File: config.mk
export PLATFORM = sky130hd
export DESIGN_NAME = fixed_point_activation_pipe_flat
export DESIGN_NICKNAME = d
export VERILOG_FILES = /design/src/rtl/fixed_point_activation_pipe_if.sv /design/src/rtl/fixed_point_activation_pipe.sv /design/src/flat_wrapper.sv
export SDC_FILE = /design/constraint.sdc
export NUM_CORES = 1
export LEC_CHECK = 0
export ABC_AREA = 1
export BUFFER_PORTS_ARGS = -buffer_cell sky130_fd_sc_hd__buf_2
export CAP_MARGIN = 5
export CORE_AREA = 2 2 93 95
export DETAILED_ROUTE_END_ITERATION = 6
export DIE_AREA = 0 0 95 97
export PLACE_DENSITY = 0.84
export RECOVER_POWER = 25
export SYNTH_ARGS = -nofsm -noshare
export SYNTH_HDL_FRONTEND = slang
export SYNTH_SLANG_ARGS = --single-unit
File: constraint.sdc
create_clock -name clk -period 2.2 [get_ports clk]
set_input_delay 0 -clock clk [delete_from_list [all_inputs] [get_ports clk]]
set_output_delay 0 -clock clk [all_outputs]
set_load 0.01 [all_outputs]
File: src/rtl/fixed_point_activation_pipe_if.sv
// ---------------------------------------------------------------------------
// fixed_point_activation_pipe_if
//
// Purpose: bundles the valid/ready input and output streams of the
// fixed-point activation pipeline.
//
// Signals:
//   in_valid   upstream -> pipe   input transaction present
//   in_ready   pipe -> upstream   pipe accepts input this cycle
//   in_data    upstream -> pipe   signed fixed-point operand x
//   in_mode    upstream -> pipe   00 bypass, 01 sigmoid, 10 tanh, 11 ReLU
//   out_valid  pipe -> downstream result present
//   out_ready  downstream -> pipe downstream accepts result
//   out_data   pipe -> downstream signed fixed-point result
//
// Modports:
//   slave   the pipeline's view
//   master  the view of whoever drives operands and consumes results
// ---------------------------------------------------------------------------
interface fixed_point_activation_pipe_if #(
    parameter int DATA_WIDTH = 12
);
    logic                  in_valid;
    logic                  in_ready;
    logic [DATA_WIDTH-1:0] in_data;
    logic [1:0]            in_mode;
    logic                  out_valid;
    logic                  out_ready;
    logic [DATA_WIDTH-1:0] out_data;

    modport slave (
        input  in_valid,
        input  in_data,
        input  in_mode,
        input  out_ready,
        output in_ready,
        output out_valid,
        output out_data
    );

    modport master (
        output in_valid,
        output in_data,
        output in_mode,
        output out_ready,
        input  in_ready,
        input  out_valid,
        input  out_data
    );
endinterface

File: src/rtl/fixed_point_activation_pipe.sv
// ---------------------------------------------------------------------------
// fixed_point_activation_pipe
//
// Purpose: three-stage pipelined fixed-point activation unit. Each operand
// carries its own function select (bypass, sigmoid, tanh, ReLU). Sigmoid is
// a four-segment piecewise-linear approximation evaluated on |u|; tanh is
// derived as 2*sigmoid(2x) - 1.
//
//   S1: tanh pre-scale (2x, saturated), sign capture and saturated |u|
//   S2: piecewise-linear segment evaluation p(|u|)
//   S3: sign fold, tanh post-scale and output select (drives out_data)
//
// Ports:
//   clk    rising-edge clock
//   rst_n  asynchronous active-low reset
//   bus    stream interface (slave modport): in_valid/in_ready/in_data/
//          in_mode and out_valid/out_ready/out_data
//   busy   high while any stage holds a valid transaction
//
// Flow control: every stage advances together when the output register is
// empty or being drained; otherwise the whole pipe holds. Bubbles are kept
// in place rather than collapsed.
// ---------------------------------------------------------------------------
module fixed_point_activation_pipe #(
    parameter int DATA_WIDTH = 12,
    parameter int INTEGER    = 6,
    parameter int FRACTION   = 6
) (
    input  logic                          clk,
    input  logic                          rst_n,
    fixed_point_activation_pipe_if.slave  bus,
    output logic                          busy
);

    typedef enum logic [1:0] {
        MODE_BYPASS  = 2'b00,
        MODE_SIGMOID = 2'b01,
        MODE_TANH    = 2'b10,
        MODE_RELU    = 2'b11
    } mode_t;

    // Two guard bits: enough headroom for 2x before saturation and for the
    // tanh post-scale 2s - 1.0, so nothing inside the pipe ever wraps.
    localparam int W = DATA_WIDTH + 2;

    localparam longint ONE_L = longint'(1) << FRACTION;
    localparam longint MAX_L = (longint'(1) << (DATA_WIDTH - 1)) - 1;
    localparam longint MIN_L = -(longint'(1) << (DATA_WIDTH - 1));

    localparam logic signed [W-1:0] ONE      = W'(ONE_L);
    localparam logic signed [W-1:0] HALF     = W'(ONE_L / 2);
    localparam logic signed [W-1:0] C_0625   = W'((ONE_L * 5) / 8);
    localparam logic signed [W-1:0] C_084375 = W'((ONE_L * 27) / 32);
    localparam logic signed [W-1:0] T_2375   = W'((ONE_L * 19) / 8);
    localparam logic signed [W-1:0] T_5      = W'(ONE_L * 5);
    localparam logic signed [W-1:0] MAX_V    = W'(MAX_L);
    localparam logic signed [W-1:0] MIN_V    = W'(MIN_L);

    generate
        if ((DATA_WIDTH != INTEGER + FRACTION) || (INTEGER < 4) || (FRACTION < 5)) begin : g_bad_params
            $error("fixed_point_activation_pipe: illegal DATA_WIDTH/INTEGER/FRACTION combination");
        end
    endgenerate

    // ---------------------------------------------------------------------
    // Pipeline state
    // ---------------------------------------------------------------------
    logic                   s1_valid_reg;
    mode_t                  s1_mode_reg;
    logic [DATA_WIDTH-1:0]  s1_x_reg;
    logic                   s1_neg_reg;
    logic signed [W-1:0]    s1_mag_reg;

    logic                   s2_valid_reg;
    mode_t                  s2_mode_reg;
    logic [DATA_WIDTH-1:0]  s2_x_reg;
    logic                   s2_neg_reg;
    logic signed [W-1:0]    s2_p_reg;

    logic                   s3_valid_reg;
    logic [DATA_WIDTH-1:0]  out_data_reg;

    logic advance;

    assign advance      = !s3_valid_reg || bus.out_ready;
    assign bus.in_ready = advance;
    assign bus.out_valid = s3_valid_reg;
    assign bus.out_data  = out_data_reg;
    assign busy          = s1_valid_reg || s2_valid_reg || s3_valid_reg;

    // ---------------------------------------------------------------------
    // S1 combinational: u = sat(2x) for tanh else x; mag = sat(|u|)
    // ---------------------------------------------------------------------
    logic signed [W-1:0] x_ext;
    logic signed [W-1:0] dbl;
    logic signed [W-1:0] u;
    logic signed [W-1:0] neg_u;
    logic signed [W-1:0] mag_next;
    logic                neg_next;

    always_comb begin
        x_ext = {{2{bus.in_data[DATA_WIDTH-1]}}, bus.in_data};
        dbl   = x_ext <<< 1;
        u     = x_ext;
        if (mode_t'(bus.in_mode) == MODE_TANH) begin
            if (dbl > MAX_V) begin
                u = MAX_V;
            end else if (dbl < MIN_V) begin
                u = MIN_V;
            end else begin
                u = dbl;
            end
        end
        neg_next = u[W-1];
        neg_u    = -u;
        mag_next = u;
        if (neg_next) begin
            // Only the most-negative word has a magnitude beyond MAX_V.
            mag_next = (neg_u > MAX_V) ? MAX_V : neg_u;
        end
    end

    // ---------------------------------------------------------------------
    // S2 combinational: sigmoid magnitude p(m), segments picked high to low
    // ---------------------------------------------------------------------
    logic signed [W-1:0] p_next;

    always_comb begin
        if (s1_mag_reg >= T_5) begin
            p_next = ONE;
        end else if (s1_mag_reg >= T_2375) begin
            p_next = (s1_mag_reg >>> 5) + C_084375;
        end else if (s1_mag_reg >= ONE) begin
            p_next = (s1_mag_reg >>> 3) + C_0625;
        end else begin
            p_next = (s1_mag_reg >>> 2) + HALF;
        end
    end

    // ---------------------------------------------------------------------
    // S3 combinational: sign fold, tanh post-scale, output select
    // ---------------------------------------------------------------------
    logic signed [W-1:0]   s_fold;
    logic signed [W-1:0]   x2_ext;
    logic signed [W-1:0]   res;
    logic [DATA_WIDTH-1:0] out_next;

    always_comb begin
        s_fold = s2_neg_reg ? (ONE - s2_p_reg) : s2_p_reg;
        x2_ext = {{2{s2_x_reg[DATA_WIDTH-1]}}, s2_x_reg};
        case (s2_mode_reg)
            MODE_SIGMOID: res = s_fold;
            MODE_TANH:    res = (s_fold <<< 1) - ONE;
            MODE_RELU:    res = s2_x_reg[DATA_WIDTH-1] ? '0 : x2_ext;
            default:      res = x2_ext;
        endcase
        // Every selected result lies inside the DATA_WIDTH range.
        out_next = DATA_WIDTH'(res);
    end

    // ---------------------------------------------------------------------
    // Stage registers: all stages move together on advance
    // ---------------------------------------------------------------------
    always_ff @(posedge clk or negedge rst_n) begin
        if (!rst_n) begin
            s1_valid_reg <= 1'b0;
            s1_mode_reg  <= MODE_BYPASS;
            s1_x_reg     <= '0;
            s1_neg_reg   <= 1'b0;
            s1_mag_reg   <= '0;
            s2_valid_reg <= 1'b0;
            s2_mode_reg  <= MODE_BYPASS;
            s2_x_reg     <= '0;
            s2_neg_reg   <= 1'b0;
            s2_p_reg     <= '0;
            s3_valid_reg <= 1'b0;
            out_data_reg <= '0;
        end else if (advance) begin
            s1_valid_reg <= bus.in_valid;
            s1_mode_reg  <= mode_t'(bus.in_mode);
            s1_x_reg     <= bus.in_data;
            s1_neg_reg   <= neg_next;
            s1_mag_reg   <= mag_next;

            s2_valid_reg <= s1_valid_reg;
            s2_mode_reg  <= s1_mode_reg;
            s2_x_reg     <= s1_x_reg;
            s2_neg_reg   <= s1_neg_reg;
            s2_p_reg     <= p_next;

            s3_valid_reg <= s2_valid_reg;
            out_data_reg <= out_next;
        end
    end

endmodule
File: src/flat_wrapper.sv
// flat-port wrapper written by rule: the top's interface ports become plain ports
module fixed_point_activation_pipe_flat 
#(
    parameter int DATA_WIDTH = 12,
    parameter int INTEGER    = 6,
    parameter int FRACTION   = 6
)
  (clk, rst_n, busy, bus_in_valid, bus_in_data, bus_in_mode, bus_out_ready, bus_in_ready, bus_out_valid, bus_out_data);
  fixed_point_activation_pipe_if #(.DATA_WIDTH(DATA_WIDTH)) bus_i ();
  input  logic clk;
  input  logic rst_n;
  output logic busy;
  input wire logic [$bits(bus_i.in_valid)-1:0] bus_in_valid;
  input wire logic [$bits(bus_i.in_data)-1:0] bus_in_data;
  input wire logic [$bits(bus_i.in_mode)-1:0] bus_in_mode;
  input wire logic [$bits(bus_i.out_ready)-1:0] bus_out_ready;
  output wire logic [$bits(bus_i.in_ready)-1:0] bus_in_ready;
  output wire logic [$bits(bus_i.out_valid)-1:0] bus_out_valid;
  output wire logic [$bits(bus_i.out_data)-1:0] bus_out_data;
  assign bus_i.in_valid = bus_in_valid;
  assign bus_i.in_data = bus_in_data;
  assign bus_i.in_mode = bus_in_mode;
  assign bus_i.out_ready = bus_out_ready;
  assign bus_in_ready = bus_i.in_ready;
  assign bus_out_valid = bus_i.out_valid;
  assign bus_out_data = bus_i.out_data;
  fixed_point_activation_pipe #(.DATA_WIDTH(DATA_WIDTH), .INTEGER(INTEGER), .FRACTION(FRACTION)) u_core (.clk(clk), .rst_n(rst_n), .bus(bus_i), .busy(busy));
endmodule
# Yosys cells after proc, flatten, opt, wreduce, memory -nomap -nowiden

Index checks and enable logic that the tools add are counted.

Register bits after elaboration: 71
Logic and storage cells: 43

Add/sub/neg operators: 6
Magnitude comparators: 6
Equality and inequality tests: 4
Multiplexer cells: 11
Reduce and logical (&&, ||, !) cells: 4

Operator list:

| cell                                                                               | number |
|---|---|
| 14-bit 2-to-1 mux                                                                  | 5 |
| 12-bit 2-to-1 mux                                                                  | 4 |
| 12-bit one-hot mux with 3 select lines                                             | 1 |
| 14-bit by 10-bit >= comparator with 1-bit output (second input constant)           | 1 |
| 14-bit by 8-bit >= comparator with 1-bit output (second input constant)            | 1 |
| 14-bit by 9-bit >= comparator with 1-bit output (second input constant)            | 1 |
| 14-bit by 12-bit greater-than comparator with 1-bit output (second input constant) | 1 |
| 14-bit negation                                                                    | 1 |
| 13-bit by 12-bit greater-than comparator with 1-bit output (second input constant) | 1 |
| 13-bit by 12-bit less-than comparator with 1-bit output (second input constant)    | 1 |
| 11-bit by 7-bit adder with 12-bit output (second input constant)                   | 1 |
| 12-bit by 7-bit adder with 12-bit output (second input constant)                   | 1 |
| 12-bit by 8-bit subtractor with 12-bit output (second input constant)              | 1 |
| 8-bit by 12-bit subtractor with 12-bit output (first input constant)               | 1 |
| 11-bit 2-to-1 mux                                                                  | 1 |
| 9-bit by 7-bit adder with 10-bit output (second input constant)                    | 1 |
| 2-bit equality test (second input constant)                                        | 3 |
| 1-bit logical OR                                                                   | 3 |
| 2-bit by 1-bit equality test with 1-bit output (second input constant)             | 1 |
| 1-bit zero test                                                                    | 1 |

# Logic depth before layout (Yosys ltp)

Gate-level depths: netlist of run 1.

Depth in word-level cells: 8
Depth in mapped cells: 16
Gate-level depth less buffers: 15

# Least setup slack after synthesis of run 1

Ideal clock, no wire load.

Path kind: register to register
Start point: reg u_core.s2_p_reg[0]
End point: reg u_core.out_data_reg[10] (netlist: u_core.bus.out_data[10])
Setup time: 0.117 ns
Arrival: 1.682 ns
Setup slack: 0.401 ns
Stages on the path, launching flop included: 15
Buffers on the path: 0
Path through: dfrtp_1 -> inv_1 -> ha_1 -> nand3_1 -> o21ai_0 -> nand2_1 -> inv_1 -> ha_1 -> inv_1 -> nor2_1 -> nand3_1 -> nand3_1 -> nand2_1 -> nand2_1 -> nand2_1

Word-level cells in the longest chain between the ends: 4

RTL lines:

| what                                          | RTL line                           | source |
|---|---|---|
| from (decl)                                   | fixed_point_activation_pipe.sv:78  | `logic signed [W-1:0] s2_p_reg;` |
| from (signal assigned)                        | fixed_point_activation_pipe.sv:189 | `s2_p_reg <= p_next;` |
| 8-bit by 12-bit subtractor with 12-bit output | fixed_point_activation_pipe.sv:149 | `s_fold = s2_neg_reg ? (ONE - s2_p_reg) : s2_p_reg;` |
| 12-bit 2-to-1 mux *                           | fixed_point_activation_pipe.sv:149 |  |
| 12-bit by 8-bit subtractor with 12-bit output | fixed_point_activation_pipe.sv:153 | `MODE_TANH: res = (s_fold <<< 1) - ONE;` |
| 12-bit one-hot mux with 3 select lines *      | fixed_point_activation_pipe.sv:151 | `case (s2_mode_reg)` |
| to (signal assigned)                          | fixed_point_activation_pipe.sv:192 | `out_data_reg <= out_next;` |
| to (decl)                                     | fixed_point_activation_pipe.sv:81  | `logic [DATA_WIDTH-1:0] out_data_reg;` |

Mark *: on every way between the ends. The rest lies on a longest branch, timed or not.
A chain may end at the register's enable or synchronous reset.

# Final worst setup path of run 1

Start point: in bus_in_mode[0]
End point: reg u_core.s1_mag_reg[3]

Word-level cells in the longest chain between the ends: 6

RTL lines:

| what                                                       | RTL line                           | source |
|---|---|---|
| from (decl)                                                | flat_wrapper.sv:15                 | `input wire logic [$bits(bus_i.in_mode)-1:0] bus_in_mode;` |
| 2-bit equality test *                                      | fixed_point_activation_pipe.sv:105 | `if (mode_t'(bus.in_mode) == MODE_TANH) begin` |
| 14-bit 2-to-1 mux *                                        | fixed_point_activation_pipe.sv:105 |  |
| 14-bit negation                                            | fixed_point_activation_pipe.sv:115 | `neg_u = -u;` |
| 14-bit by 12-bit greater-than comparator with 1-bit output | fixed_point_activation_pipe.sv:119 | `mag_next = (neg_u > MAX_V) ? MAX_V : neg_u;` |
| 14-bit 2-to-1 mux                                          | fixed_point_activation_pipe.sv:119 |  |
| 14-bit 2-to-1 mux *                                        | fixed_point_activation_pipe.sv:117 | `if (neg_next) begin` |
| to (signal assigned)                                       | fixed_point_activation_pipe.sv:183 | `s1_mag_reg <= mag_next;` |
| to (decl)                                                  | fixed_point_activation_pipe.sv:72  | `logic signed [W-1:0] s1_mag_reg;` |

Marked as above.

==> qor.yml, run 1 <==
global_routing:
  antenna_found_initial: 0
  grt_max_degree: 71
  grt_pass1_wl_um: 17900
  grt-ovfl-total: 0
  gr-usage-all-layers: 0.242
  grt_pass1_vias: 3967
clock_tree:
  cts.clk_slew.worst_paths_ns: 0.08
  insertion_delay_ns: 0.35
  cts_buffers: 9
  cts_root_buf: "clkbuf_8"
  cts_sinks: 71
  cts_tree: "done"
  h-tree-depth: 3
  clk_path_buf_depth: 2
setup_path:
  start_kind: "input pin"
  crit_path_end: "u_core.s1_mag_reg[3]"
  r2r-end: "u_core.bus.out_data[10]"
  ff2ff_path_depth: 15
  cp-startpoint: "bus_in_mode[0]"
  reg2reg_from: "u_core.s2_p_reg[0]"
  cp_max_fo: 12
  reg2reg_setup_slack_ns: 0.23
  crit_path_end_kind: "flip-flop"
  cp.required_ns: 2.45
  cp.arrival_ns: 2.27
  crit_type: "input pin to flip-flop"
routing:
  wl_um: 10400
  drt_pass1_iterations: 5
  drtAntennaViolNets: 0
  vias: 4147
  drt-wirelength-per-cell_um: 13.6
  drc: 0
  first_iter_violations: 246
  vias_per_cell: 5.43
layout:
  final_nets: 683
  drive_gt1_frac: 0.158
  antennaDiodeCount: 0
  fin_cells: 764
  post-route-util: 0.625
  largest_reg_flops: 14
  syn_to_final_growth_pct: 15.1
yosys:
  synth.area.top_cells: "dfrtp_1 (40%), nand2_1 (15%), inv_1 (5.9%), o21ai_0 (5.2%), nand3_1 (4.4%)"
  synth_cells: 609
  synth_edf_count: 0
  synth-async-reset-ratio: 1.00
  synth_nets: 638
  synth_flop_cell: "dfrtp_1"
  synth_most_common_cell: "nand2_1"
  ys_ff_latch: 71
  synth_commonest_cells: "nand2_1 (181), dfrtp_1 (71), inv_1 (69)"
  synth.yosys.warnings: 0
  yosysSeqAreaShare: 0.402
  synth_cell_types: 41
  syn_area_mm2: 0.00441
  synth_top_area_frac: 0.402
  synth_area_per_cell_um2: 7.25
  yosysTopAreaCell: "dfrtp_1"
run_status:
  status: "completed"
timing:
  finalHoldViolCount: 0
  fin_crit_sh: 0.916
  worst_slew_pin_slew_ns: 0.851
  setup_viol: 0
  timing.final.max_slew_violations: 0
  max_freq_ghz: 0.496
  slew_headroom: 0.433
  fin_crit_ns: 2.02
  fin_skew_ns: 0.0100
power:
  p_int_w: 0.00325
  vdd_drop_max_uv: 461
  power_leakage_nw: 2.58
  seq_power_share: 0.346
  pwr_density_cell_mw_per_mm2: 1130
  power.net_switching_w: 0.00247
  clockPowerShare: 0.207
  p_sw_frac: 0.432
  pwr-share-comb: 0.447
floorplanning:
  die_y_um: 97
  dieWidth_um: 95
  num_io_pins: 33
  row_count: 33
  coreArea_mm2: 0.00813
  dieArea_mm2: 0.00922
  start_util: 0.543
placement:
  place_hpwl_um: 7490
  portBuffers: 32
  dpl.cell_count: 734
  place_congestion: 0.908
job:
  max-cap-violations: 0
min_path:
  hp-class: "input pin to flip-flop"
==> power groups by stage <==
stage / Sequential [W] / Combinational (W) / Clock [W]
after floorplan: 0.00196 / 0.00179 / 0
after global placement: 0.00199 / 0.00243 / 0
after detailed placement: 0.00200 / 0.00248 / 0
after CTS: 0.00197 / 0.00252 / 0.00121
after global routing: 0.00204 / 0.00294 / 0.00127
final: 0.00198 / 0.00256 / 0.00119
==> worst min-delay path by stage <==
stage,start,to,cells after the start
after detailed placement,rst_n,u_core.s2_p_reg[11],1
after floorplan,rst_n,u_core.bus.out_data[0],0
after global routing,bus_in_data[4],u_core.s1_x_reg[4],3
after global placement,rst_n,u_core.s1_mag_reg[13],1
after CTS,bus_in_data[4],u_core.s1_x_reg[4],3
final,bus_in_data[4],u_core.s1_x_reg[4],3
==> stage by stage <==
stage	cell area (um2)	setup WS, ns	total power [W]	hold slack [ns]	setup TNS, ns
after CTS	5090	0.198	0.00570	0.00244	0
after floorplan	4410	0.401	0.00376	-0.296	0
after global placement	4720	0.283	0.00442	-0.0577	0
final	5080	0.184	0.00572	0.0223	0
after global routing	5080	-0.0267	0.00624	0.0187	-0.0267
after detailed placement	4720	0.210	0.00447	-0.0539	0
==> cells in the final DEF, fill, tap and decap left out, types with 5 or more instances in the layout <==
cell,count
o21ai_2,10
buf_2,31
buf_4,5
o21ai_1,8
nand2_2,8
o21ai_0,45
dfrtp_1,71
inv_2,8
dlygate4sd3_1,14
a21oi_1,22
nand2_1,181
inv_1,69
clkbuf_8,9
ha_1,10
xor2_1,11
nand3_1,39
nor2_2,5
nand4_1,16
nor2_1,46
==> area by class of cell <==
cell class              count  area [um2]
repair buffers             54         384
fillers                   691        3050
inverters                  77         289
clock inverters             7         105
clock buffers               9         124
flip-flops and latches     71        1780
well taps                 105         131
multi-input cells         441        2270
==> cells by family after synthesis <==
| family | after synthesis | share of synthesized area |
|---|---|---|
| AOI/OAI and AO/OA | 108 | 0.152 |
| xor gates and xnor gates | 12 | 0.0238 |
| adders and majority gates | 11 | 0.0312 |
| buffers and inverters | 97 | 0.0862 |
| DFF | 71 | 0.402 |
| and+or+nand+nor | 310 | 0.304 |
==> critical path, stage by stage <==
cell           delay [ns]
dlygate4sd3_1        0.54
buf_2                0.15
nor2_4               0.38
nand2_4              0.14
o22ai_2              0.28
nand2_2              0.10
nor2_2               0.21
nand4_1              0.16
inv_1                0.11
nand2_1              0.09
o211ai_1             0.11
==> per-layer routing <==
layer  vias to the layer above  track usage  wire length (um)
li1                       2062            -                 -
met1                      1937        0.323              4670
met2                       126        0.393              4990
met3                        22       0.0382               488
met4                         0       0.0881               231
met5                         -            0                 0
==> repair_timing <==
item,in CTS,in global routing
hold endpoints to repair,84,0
setup buffers,0,0
resized for setup,0,3
setup endpoints to repair,0,5
hold buffers,14,0
No activity file was read; power rests on OpenSTA's default activity.
==> run 2: changes to the inputs <==
--- a/config.mk
+++ b/config.mk
@@ -7,11 +7,11 @@
 export LEC_CHECK = 0
 export ABC_AREA = 1
 export BUFFER_PORTS_ARGS = -buffer_cell sky130_fd_sc_hd__buf_2
-export CAP_MARGIN = 5
+export CAP_MARGIN = 20
 export CORE_AREA = 2 2 93 95
 export DETAILED_ROUTE_END_ITERATION = 6
 export DIE_AREA = 0 0 95 97
-export PLACE_DENSITY = 0.84
+export PLACE_DENSITY = 0.73
 export RECOVER_POWER = 25
 export SYNTH_ARGS = -nofsm -noshare
 export SYNTH_HDL_FRONTEND = slang
==> run 2 against run 1 <==
Compared with the run above:
- power down 0.39%
- critical endpoint is now u_core.s1_mag_reg[7]
- via count down 2.1%
- first-iteration DRC count down 20%
- combinational power about the same
- fmax up 1.2%
- sequential power about the same
- flip-flop and latch count unchanged
- clock skew up 0.0025 ns
- global-route usage down 0.14 points
- the run now ends with max-capacitance violations, max-slew violations left
==> qor.yml, run 2 (synthesis results as in run 1) <==
setup_path:
  ff2ff_path_depth: 13  # -2
  cp_max_fo: 12  # unchanged
  reg2reg_setup_slack_ns: 0.25  # +0.02 ns
  crit_chain: "dlygate4sd3_1 > buf_2 > nor2_4 > nand2_4 > o22ai_2 > nand2_2 > nor2_2 > nand2_2 > xor2_1 > nand2_1 > nand2_1 > o21ai_2"
  cp.required_ns: 2.43  # -0.02 ns
  crit_type: "input pin to flip-flop"
  slowest_stage: "dlygate4sd3_1"
  slowest_delay_ns: 0.54  # about the same
  start_kind: "input pin"
  crit_path_end_kind: "flip-flop"
  cp.arrival_ns: 2.22  # -0.05 ns
layout:
  final_nets: 686  # +0.44%
  post-route-util: 0.625  # about the same
  largest_reg_flops: 14  # unchanged
  layout_common_cells: "nand2_1 (181), dfrtp_1 (71), inv_1 (68)"
  syn_to_final_growth_pct: 15.2  # about the same
  fin_cells: 767  # +0.39%
  antennaDiodeCount: 0  # unchanged
  multiInputGateArea_mm2: 0.00227  # +0.11%
  drive_gt1_frac: 0.163  # +0.00533
  layout.cells.most_common: "nand2_1"
  final.fill_count: 734  # +6.2%
  register_area_mm2: 0.00178  # unchanged
routing:
  wl_um: 10300  # -0.64%
  drt-wirelength-per-cell_um: 13.4  # -1.0%
  vias_per_cell: 5.29  # -2.5%
  drtAntennaViolNets: 0  # unchanged
  first_iter_violations: 198  # -20%
  vias: 4061  # -2.1%
  drc: 0  # unchanged
  drt_pass1_iterations: 4  # -1
clock_tree:
  cts_tree: "done"
  cts_sinks: 71  # unchanged
  h-tree-depth: 3  # unchanged
  cts_buffers: 9  # unchanged
  cts.clk_slew.worst_paths_ns: 0.07  # about the same
  insertion_delay_ns: 0.35  # about the same
  cts_root_buf: "clkbuf_8"
  cts_setup_buffers: 0  # unchanged
  clk_path_buf_depth: 2  # unchanged
power:
  p_sw_frac: 0.429  # -0.00327
  clockPowerShare: 0.204  # -0.003
  pwr-share-comb: 0.450  # +0.003
  power_leakage_nw: 2.58  # about the same
  seq_power_share: 0.347  # about the same
  power.net_switching_w: 0.00244  # -1.1%
  pwr_density_cell_mw_per_mm2: 1120  # -0.49%
  vdd_drop_max_uv: 389  # -16%
  p_int_w: 0.00325  # +0.18%
timing:
  tns_ns: 0  # unchanged
  finalHoldViolCount: 0  # unchanged
  finalWorstSetupSlack_ns: 0.207  # +0.0230 ns
  timing.hold.ws_ns: 0.0946  # +0.0723 ns
  fin_crit_ns: 1.99  # -0.0230 ns
  setup_viol: 0  # unchanged
  fin_crit_sh: 0.906  # -0.0104
  rsz0062_at_grt: "no"
  slew_headroom: -0.139  # -0.572
  fin_skew_ns: 0.0125  # +0.00254 ns
  timing.final.max_slew_violations: 72  # +72
  max_freq_ghz: 0.502  # +1.2%
  worst_slew_pin_slew_ns: 1.71  # +0.858 ns
global_routing:
  grt_pass1_vias: 3796  # -4.3%
  grt-ovfl-total: 0  # unchanged
  gr-usage-all-layers: 0.240  # -0.00138
  grt_max_degree: 72  # +1.4%
  antenna_found_initial: 0  # unchanged
  grt_pass1_wl_um: 17700  # -0.70%
placement:
  place_hpwl_um: 7360  # -1.7%
  portBuffers: 32  # unchanged
  pre_cts_ws_ns: 0.222  # +0.0121 ns
  place_congestion: 0.940  # +3.5%
  dpl.cell_count: 736  # +0.27%
floorplanning:
  dieArea_mm2: 0.00922  # unchanged
  die_y_um: 97  # unchanged
  start_util: 0.543  # unchanged
  coreArea_mm2: 0.00813  # unchanged
  row_count: 33  # unchanged
  dieWidth_um: 95  # unchanged
  num_io_pins: 33  # unchanged
job:
  max-cap-violations: 1  # +1
run_status:
  failed_checks: "max-capacitance violations, max-slew violations"
  status: "finished with violations"
min_path:
  hp-class: "input pin to flip-flop"
  min_path_cells: 3  # unchanged
-- run 2: worst max-delay path, delay by kind of cell --
kind	cells	cell delay, ns
buffers and inverters	2	0.68
AO/OA/AOI/OAI	2	0.33
XOR/XNOR	1	0.13
AND/OR/NAND/NOR	7	1.08
-- run 2: path summary, 6_finish.rpt --
| kind | endpoint | from |
|---|---|---|
| worst max register to register | u_core.bus.out_data[9] | u_core.s2_p_reg[0] |
| worst min-delay path | u_core.s1_neg_reg | bus_in_data[11] |
| min in group asynchronous | u_core.s2_p_reg[11] | rst_n |
| worst max-delay path | u_core.s1_mag_reg[7] | bus_in_mode[0] |
| max in group asynchronous | u_core.s1_x_reg[3] | rst_n |
| worst min register to register | u_core.s2_x_reg[2] | u_core.s1_x_reg[2] |
-- run 2: cell type report --
type	count	area share
clock buffer	10	0.0251
clock inverter	6	0.0182
inverter	77	0.0568
multi-input combinational	441	0.447
sequential	71	0.349
tap	105	0.0258
timing repair buffer	57	0.0778
-- run 2: through the flow --
step / total power [W] / area, um2
floorplan: 0.00376 / 4410
global placement: 0.00445 / 4720
detailed placement: 0.00449 / 4720
CTS: 0.00568 / 5090
global route: 0.00623 / 5080
finish: 0.00570 / 5080
-- run 2: power by group through the flow --
stage          Sequential (W)  Clock (W)  Combinational (W)
2_1_floorplan         0.00196          0            0.00179
3_3_place_gp          0.00198          0            0.00247
3_5_place_dp          0.00200          0            0.00249
4_1_cts               0.00197    0.00119            0.00253
5_1_grt               0.00203    0.00124            0.00295
6_report              0.00198    0.00116            0.00256
-- run 2: routing by layer --
layer | global-route usage | wire, um
met1 | 0.338 | 4900
met2 | 0.380 | 4780
met4 | 0.0803 | 208
met3 | 0.0335 | 417
met5 | 0 | 0
-- run 2: timing repair --
item,CTS,global route
endpoints found under the hold margin,85,0
hold buffers,15,0
resized for setup,0,5
setup endpoints to repair,0,4
